===== config.mk =====
export PLATFORM = sky130hd
export DESIGN_NAME = output_argmax
export DESIGN_NICKNAME = d
export VERILOG_FILES = /design/src/rtl/output_argmax.sv
export SDC_FILE = /design/constraint.sdc
export NUM_CORES = 2
export LEC_CHECK = 0
export BUFFER_PORTS_ARGS = -buffer_cell sky130_fd_sc_hd__buf_4
export CAP_MARGIN = 10
export CORE_AREA = 2 2 282 284
export CTS_CLUSTER_SIZE = 24
export DETAILED_ROUTE_END_ITERATION = 12
export DIE_AREA = 0 0 284 286
export PLACE_DENSITY_LB_ADDON = 0.3
export SKIP_LAST_GASP = 1
export SYNTH_ARGS = -nofsm -noshare
export SYNTH_HDL_FRONTEND = slang
export SYNTH_SLANG_ARGS = --single-unit

===== constraint.sdc =====
create_clock -name clk -period 43.4 [get_ports clk]
set_clock_uncertainty 0.1 [all_clocks]
set_input_delay 6.51 -clock clk [delete_from_list [all_inputs] [get_ports clk]]
set_output_delay 6.51 -clock clk [all_outputs]
set_load 0.02 [all_outputs]

===== src/rtl/output_argmax.sv =====
// output_argmax
// Finds the highest-scoring class in the neural_net output vector. A start
// pulse in IDLE snapshots every score, then one element per cycle is compared
// against the running best through a single signed comparator. The result is
// registered in DONE, alongside a one-cycle done pulse and a sticky
// result_valid flag.
//
// Optional build macro: ARGMAX_MARGIN_EN adds runner-up tracking and a
// saturating 'margin' output (best - second best).
//
// Ports
//   clk          system clock
//   rst          asynchronous, active-high reset
//   start        one-cycle request, accepted only in IDLE outside the done pulse
//   scores       N_CLASSES signed DATA_W-bit scores (unpacked array)
//   busy         scan in progress (SCAN or DONE state)
//   done         one-cycle pulse when the result registers are written
//   result_valid result registers hold a completed classification
//   class_idx    index of the maximum score (lowest index wins ties)
//   class_score  value of the maximum score
//   margin       (ARGMAX_MARGIN_EN only) best - second best, saturating
//
// state  | meaning
// S_IDLE | waiting for start; results held
// S_SCAN | comparing snapshot[ptr] against the running best
// S_DONE | commit best to the result registers, pulse done
module output_argmax #(
   parameter int N_CLASSES = 10,
   parameter int DATA_W    = 64,
   parameter int IDX_W     = 4
) (
   input  logic              clk,
   input  logic              rst,
   input  logic              start,
   input  logic [DATA_W-1:0] scores [N_CLASSES],
   output logic              busy,
   output logic              done,
   output logic              result_valid,
   output logic [IDX_W-1:0]  class_idx,
   output logic [DATA_W-1:0] class_score
`ifdef ARGMAX_MARGIN_EN
   ,
   output logic [DATA_W-1:0] margin
`endif
);

   typedef enum logic [1:0] {S_IDLE, S_SCAN, S_DONE} state_t;

   localparam logic [IDX_W-1:0] LAST_IDX = IDX_W'(N_CLASSES - 1);

   state_t            state_q, state_d;
   logic [DATA_W-1:0] snap_q [N_CLASSES];
   logic              snap_en;
   logic [IDX_W-1:0]  ptr_q, ptr_d;
   logic [IDX_W-1:0]  best_idx_q, best_idx_d;
   logic [DATA_W-1:0] best_val_q, best_val_d;
   logic [IDX_W-1:0]  class_idx_q, class_idx_d;
   logic [DATA_W-1:0] class_score_q, class_score_d;
   logic              done_q, done_d;
   logic              valid_q, valid_d;
   logic [DATA_W-1:0] cand;
   logic              cand_gt_best;

   assign cand         = snap_q[ptr_q];
   assign cand_gt_best = $signed(cand) > $signed(best_val_q);

`ifdef ARGMAX_MARGIN_EN
   localparam logic [DATA_W-1:0] MOST_NEG = {1'b1, {(DATA_W-1){1'b0}}};
   localparam logic [DATA_W-1:0] MAX_POS  = {1'b0, {(DATA_W-1){1'b1}}};

   logic [DATA_W-1:0] second_q, second_d;
   logic [DATA_W-1:0] margin_q, margin_d;
   logic [DATA_W:0]   gap;

   // Extended by one bit so best - second never wraps; any result above the
   // largest positive DATA_W value saturates.
   assign gap = {best_val_q[DATA_W-1], best_val_q} - {second_q[DATA_W-1], second_q};
`endif

   always_comb begin
      state_d       = state_q;
      snap_en       = 1'b0;
      ptr_d         = ptr_q;
      best_idx_d    = best_idx_q;
      best_val_d    = best_val_q;
      class_idx_d   = class_idx_q;
      class_score_d = class_score_q;
      done_d        = 1'b0;
      valid_d       = valid_q;
`ifdef ARGMAX_MARGIN_EN
      second_d      = second_q;
      margin_d      = margin_q;
`else
      // no runner-up tracking in this build
`endif
      case (state_q)
         S_IDLE: begin
            // done_q high means this cycle is the done pulse: start is ignored
            if (start && !done_q) begin
               snap_en    = 1'b1;
               best_idx_d = '0;
               best_val_d = scores[0];
               ptr_d      = IDX_W'(1);
               valid_d    = 1'b0;
               state_d    = S_SCAN;
`ifdef ARGMAX_MARGIN_EN
               second_d   = MOST_NEG;
`endif
            end
         end
         S_SCAN: begin
            if (cand_gt_best) begin
               best_idx_d = ptr_q;
               best_val_d = cand;
`ifdef ARGMAX_MARGIN_EN
               second_d   = best_val_q;
            end else if ($signed(cand) > $signed(second_q)) begin
               second_d   = cand;
`endif
            end
            ptr_d = ptr_q + IDX_W'(1);
            if (ptr_q == LAST_IDX) state_d = S_DONE;
         end
         S_DONE: begin
            class_idx_d   = best_idx_q;
            class_score_d = best_val_q;
            done_d        = 1'b1;
            valid_d       = 1'b1;
            state_d       = S_IDLE;
`ifdef ARGMAX_MARGIN_EN
            margin_d      = (gap[DATA_W] | gap[DATA_W-1]) ? MAX_POS : gap[DATA_W-1:0];
`endif
         end
         default: state_d = S_IDLE;
      endcase
   end

   always_ff @(posedge clk or posedge rst) begin
      if (rst) begin
         state_q       <= S_IDLE;
         ptr_q         <= '0;
         best_idx_q    <= '0;
         best_val_q    <= '0;
         class_idx_q   <= '0;
         class_score_q <= '0;
         done_q        <= 1'b0;
         valid_q       <= 1'b0;
         for (int i = 0; i < N_CLASSES; i++) snap_q[i] <= '0;
`ifdef ARGMAX_MARGIN_EN
         second_q      <= '0;
         margin_q      <= '0;
`endif
      end else begin
         state_q       <= state_d;
         ptr_q         <= ptr_d;
         best_idx_q    <= best_idx_d;
         best_val_q    <= best_val_d;
         class_idx_q   <= class_idx_d;
         class_score_q <= class_score_d;
         done_q        <= done_d;
         valid_q       <= valid_d;
         if (snap_en) begin
            for (int i = 0; i < N_CLASSES; i++) snap_q[i] <= scores[i];
         end
`ifdef ARGMAX_MARGIN_EN
         second_q      <= second_d;
         margin_q      <= margin_d;
`endif
      end
   end

   assign busy         = (state_q != S_IDLE);
   assign done         = done_q;
   assign result_valid = valid_q;
   assign class_idx    = class_idx_q;
   assign class_score  = class_score_q;
`ifdef ARGMAX_MARGIN_EN
   assign margin       = margin_q;
`endif

endmodule


After elaboration in Yosys (flattened, before gate mapping). Index checks and enable logic that the tools add are counted.

Add/sub/neg operators: 1. $lt $le $gt $ge: 2. Eq/ne operators: 6. Mux-type cells: 19. Bitwise operators: 1. Reduce and logical (&&, ||, !) cells: 10.

Operators by type and width (number): 64-bit binary-select mux with 4-bit select (1); 64-bit two-way mux (4); 64-bit case mux with 2 select lines (1); 64-bit greater-than comparator (1); 4-bit case mux with 2 select lines (2); 4-bit two-way mux (3); 2-bit inequality test (second input constant) (3); 2-bit AND reduction (3); 2-bit nonzero test (3); 5-bit >= comparator (second input constant) (1); 4-bit inverter with 5-bit output (1); 4-bit by 1-bit adder with 4-bit output (second input constant) (1); 4-bit equality test (second input constant) (1); 1-bit two-way mux (4); 2-bit two-way mux (2); 2-bit case mux with 2 select lines (1); 3-bit AND reduction (1); 2-bit by 1-bit equality test with 1-bit output (second input constant) (1); 2-bit equality test (second input constant) (1); 2-bit zero test (1); 1-bit case mux with 2 select lines (1); 1-bit logical AND (1); 1-bit zero test (1).

Flip-flop bits (word level): 784. Input bits: 643. Output and inout bits: 71. Logic and storage cells: 57.

Depth between registers and ports, before layout.
Depth in word-level cells: 7. Mapped depth: 19.

Worst setup path before layout. Ideal clock, no wire load.

Path kind: input to register. From: input port start. To: register best_val_q[0]. Library setup time: 0.125 ns. Arrival: 7.687 ns. Required time: 43.175 ns. Setup slack: 35.488 ns. Stages on the path: 5. Buffers on the path: 2. Path through: or3b_2 -> clkbuf_1 -> o31a_1 -> buf_6 -> mux2_4.

Word-level cells in the longest chain between the ends: 3.

Ends and longest elaborated chain: start: declaration (RTL line 34) `input logic start,`; 1-bit logical AND (RTL line 99) `if (start && !done_q) begin`; 2-bit inequality test (no source line); 3-bit AND reduction (no source line); end signal: assignment (RTL line 157) `best_val_q <= best_val_d;`; end: declaration (RTL line 56) `logic [DATA_W-1:0] best_val_q, best_val_d;`.

No other way between the ends. A chain may end at the register's enable or synchronous reset.

==> run summary <==
status = finished, violations left
failing checks = slew limit
CTS clk-pin slew, worst paths = 0.06 ns
synth cell count leaders = 2023 x nand2_1, 784 x dfrtp_1, 209 x clkbuf_1
io pins = 714
design area = 0.0456 sq mm
Worst Setup End Kind = asynchronous set/reset pin
share of the synthesized area in the top cell type = 0.536
final setup TNS = 0 ns
Slew @ Worst Pin = 1.56 ns
syn_area_per_cell = 9.44 sq um
FFs w/ async S/R, synth = 1.00
Seq/Total Area, Yosys = 0.536
Hold-fix buffers, CTS = 0
crit start category = input port
GRT Util Overall = 0.275
HPWL Detailed = 78.3 mm
post-layout net count = 5177
worst relative slew slack = -0.0391
RSZ-0062 raised after global routing = false
post-synthesis cell type count = 53
clock tree sinks = 784
Post-CTS Setup Bufs = 0
power per cell area = 80.8 mW/mm^2
clock root buffer = clkbuf_16
PostCTS Resize Cnt = 0
Post-synth EDFFs = 0
core area = 0.0784 sq mm
Yosys top cell by area = dfrtp_1
CP max-delay cell = buf_4
antenna violations before repair = 23
Synth Register Bits = 784
Top FF cell, synth = dfrtp_1
crit path DAT = 9.96 ns
H-tree levels = 3
CP top delay family = buffers and inverters
GRT overflow = 0
Initial Util = 0.468
row count = 103
Max VDD drop = 0.0832 mV
critical path peak fanout = 104
DRC viols = 0
Initial DRC Count = 2550
Synth Instances = 3882
final setup fails = 0
total CTS buffers = 86
final hold violation count = 0
Area after DPL = 0.0426 sq mm
Bufs on Longest Clock Path = 3
CP Data Required Time = 43.92 ns
Pre-antenna DRT Iters = 7
Synth area leaders = dfrtp_1 54%, nand2_1 21%, mux4_2 7.9%
layout cells sized above 1 = 0.256
worst min-delay path class = flip-flop to flip-flop
total of max-cap violations = 0
port bufs = 713
DR vias/cell = 5.28
achievable clock frequency = 106 MHz
Chip Width = 284 um
cell with the most instances after synthesis = nand2_1
remaining antenna violation count = 0
die height = 286 um
Lkg Pwr = 24.2 nW
Buf/Inv on CP = 5
CP Class = input port to asynchronous set/reset pin
clock tree from TritonCTS = yes
largest net degree at the start of global routing = 257
slowest stage delay, CP = 0.95 ns
Area growth syn-to-layout = 24.5%
die area = 0.0812 sq mm
minimum clock period = 9.44 ns
crit share post-route = 0.218
CP Cell Sequence = buf_4, inv_8, buf_4, buf_4, buf_4
worst skew pair latency = 0.63 ns
Slew Limit Fails = 72
fillers = 6861
first-pass GRT wire length = 173 mm
YS warnings = 0
mapped cell area = 0.0366 sq mm
vias = 29583
Top cell by count, worst path = buf_4
RD Place Congestion = 0.843
final wirelength = 113 mm
vias in the first global route = 29686
Syn Nets = 4591
Avg WL per Cell = 20.2 um
## stage by stage
stage	worst slack, ns	hold slack (ns)	total power [mW]	std cells	util
after floorplan	14.78	0.339	2.48	3882	-
final	33.96	0.366	3.69	5598	0.582
after global placement	33.15	0.351	2.88	5430	0.544
after CTS	33.83	0.371	3.71	5581	0.581
after global routing	33.38	0.387	3.94	5594	0.582
after detailed placement	33.18	0.357	2.92	5430	0.544
## per-layer routing
layer  part of all wire  GRT usage
met5            0.00079          0
met2               0.49      0.452
met4              0.036      0.107
met1               0.41      0.363
met3              0.066     0.0533
## worst min-delay path, delay by kind of cell, from the launching register on
kind	cells	cell delay, ns
and+or+nand+nor	2	0.10
DFF	1	0.33
## path summary, 6_finish.rpt
| kind | startpoint | end | slack, ns | depth (start not counted) |
|---|---|---|---|---|
| worst max-delay path | rst | best_val_q[35] | 33.96 | 5 |
| worst min-delay path | snap_q[254] | snap_q[254] | 0.37 | 2 |
| worst max register to register | ptr_q[0] | best_val_q[0] | 36.15 | 17 |
| worst min register to register | snap_q[254] | snap_q[254] | 0.37 | 2 |
| max in group clk | start | best_val_q[0] | 34.46 | 6 |
| min in group asynchronous | rst | snap_q[378] | 5.90 | 2 |
## logic make-up after synthesis
| group | synth area share |
|---|---|
| adder cells (fa/ha/maj) | 0.0225 |
| flip-flops | 0.536 |
| AO/OA/AOI/OAI | 0.0462 |
| XOR/XNOR | 0.000478 |
| buffers and inverters | 0.0363 |
| multiplexers | 0.134 |
| AND/OR/NAND/NOR | 0.224 |
## report_power, final
part           internal (mW)  switching [mW]  total [mW]
clock network          0.465           0.302       0.767
logic                  0.735           0.920        1.65
registers               1.07           0.195        1.26
## state kept, by name (all words and copies together) (netlist names)
| register | cells |
|---|---|
| result_valid | 1 |
| best_val_q | 64 |
| ptr_q | 4 |
| state_q | 2 |
| best_idx_q | 4 |
| snap_q | 640 |
| done | 1 |
| class_idx | 4 |
| class_score | 64 |
## cell usage in the layout (no fill, tap or decap), drive strengths merged, types with 3 or more instances in the layout
master     n
clkbuf   128
or2        3
nor3       5
o21ai     79
bufinv    10
dfrtp    784
ha        66
mux2      67
nor4       4
clkinv     9
nor2      70
nand4     12
a31o      63
a21oi     29
a211oi     3
mux4     128
nand2   2024
nand3     12
buf      744
mux2i    128
a22oi     63
a221oi     3
inv       77
diode     17
## layout make-up
cell class                 count  area (sq um)  share of cell area
clock inverter                23           405             0.00889
inverter                      73           287             0.00628
timing repair buffer         744          5650               0.124
multi-input combinational   2779         15700               0.345
tap                         1050          1310              0.0288
sequential                   784         19600               0.431
antenna                       17          42.5            0.000933
clock buffer                 128          2550              0.0560
Note: power is estimated with default switching activity, not from simulation.
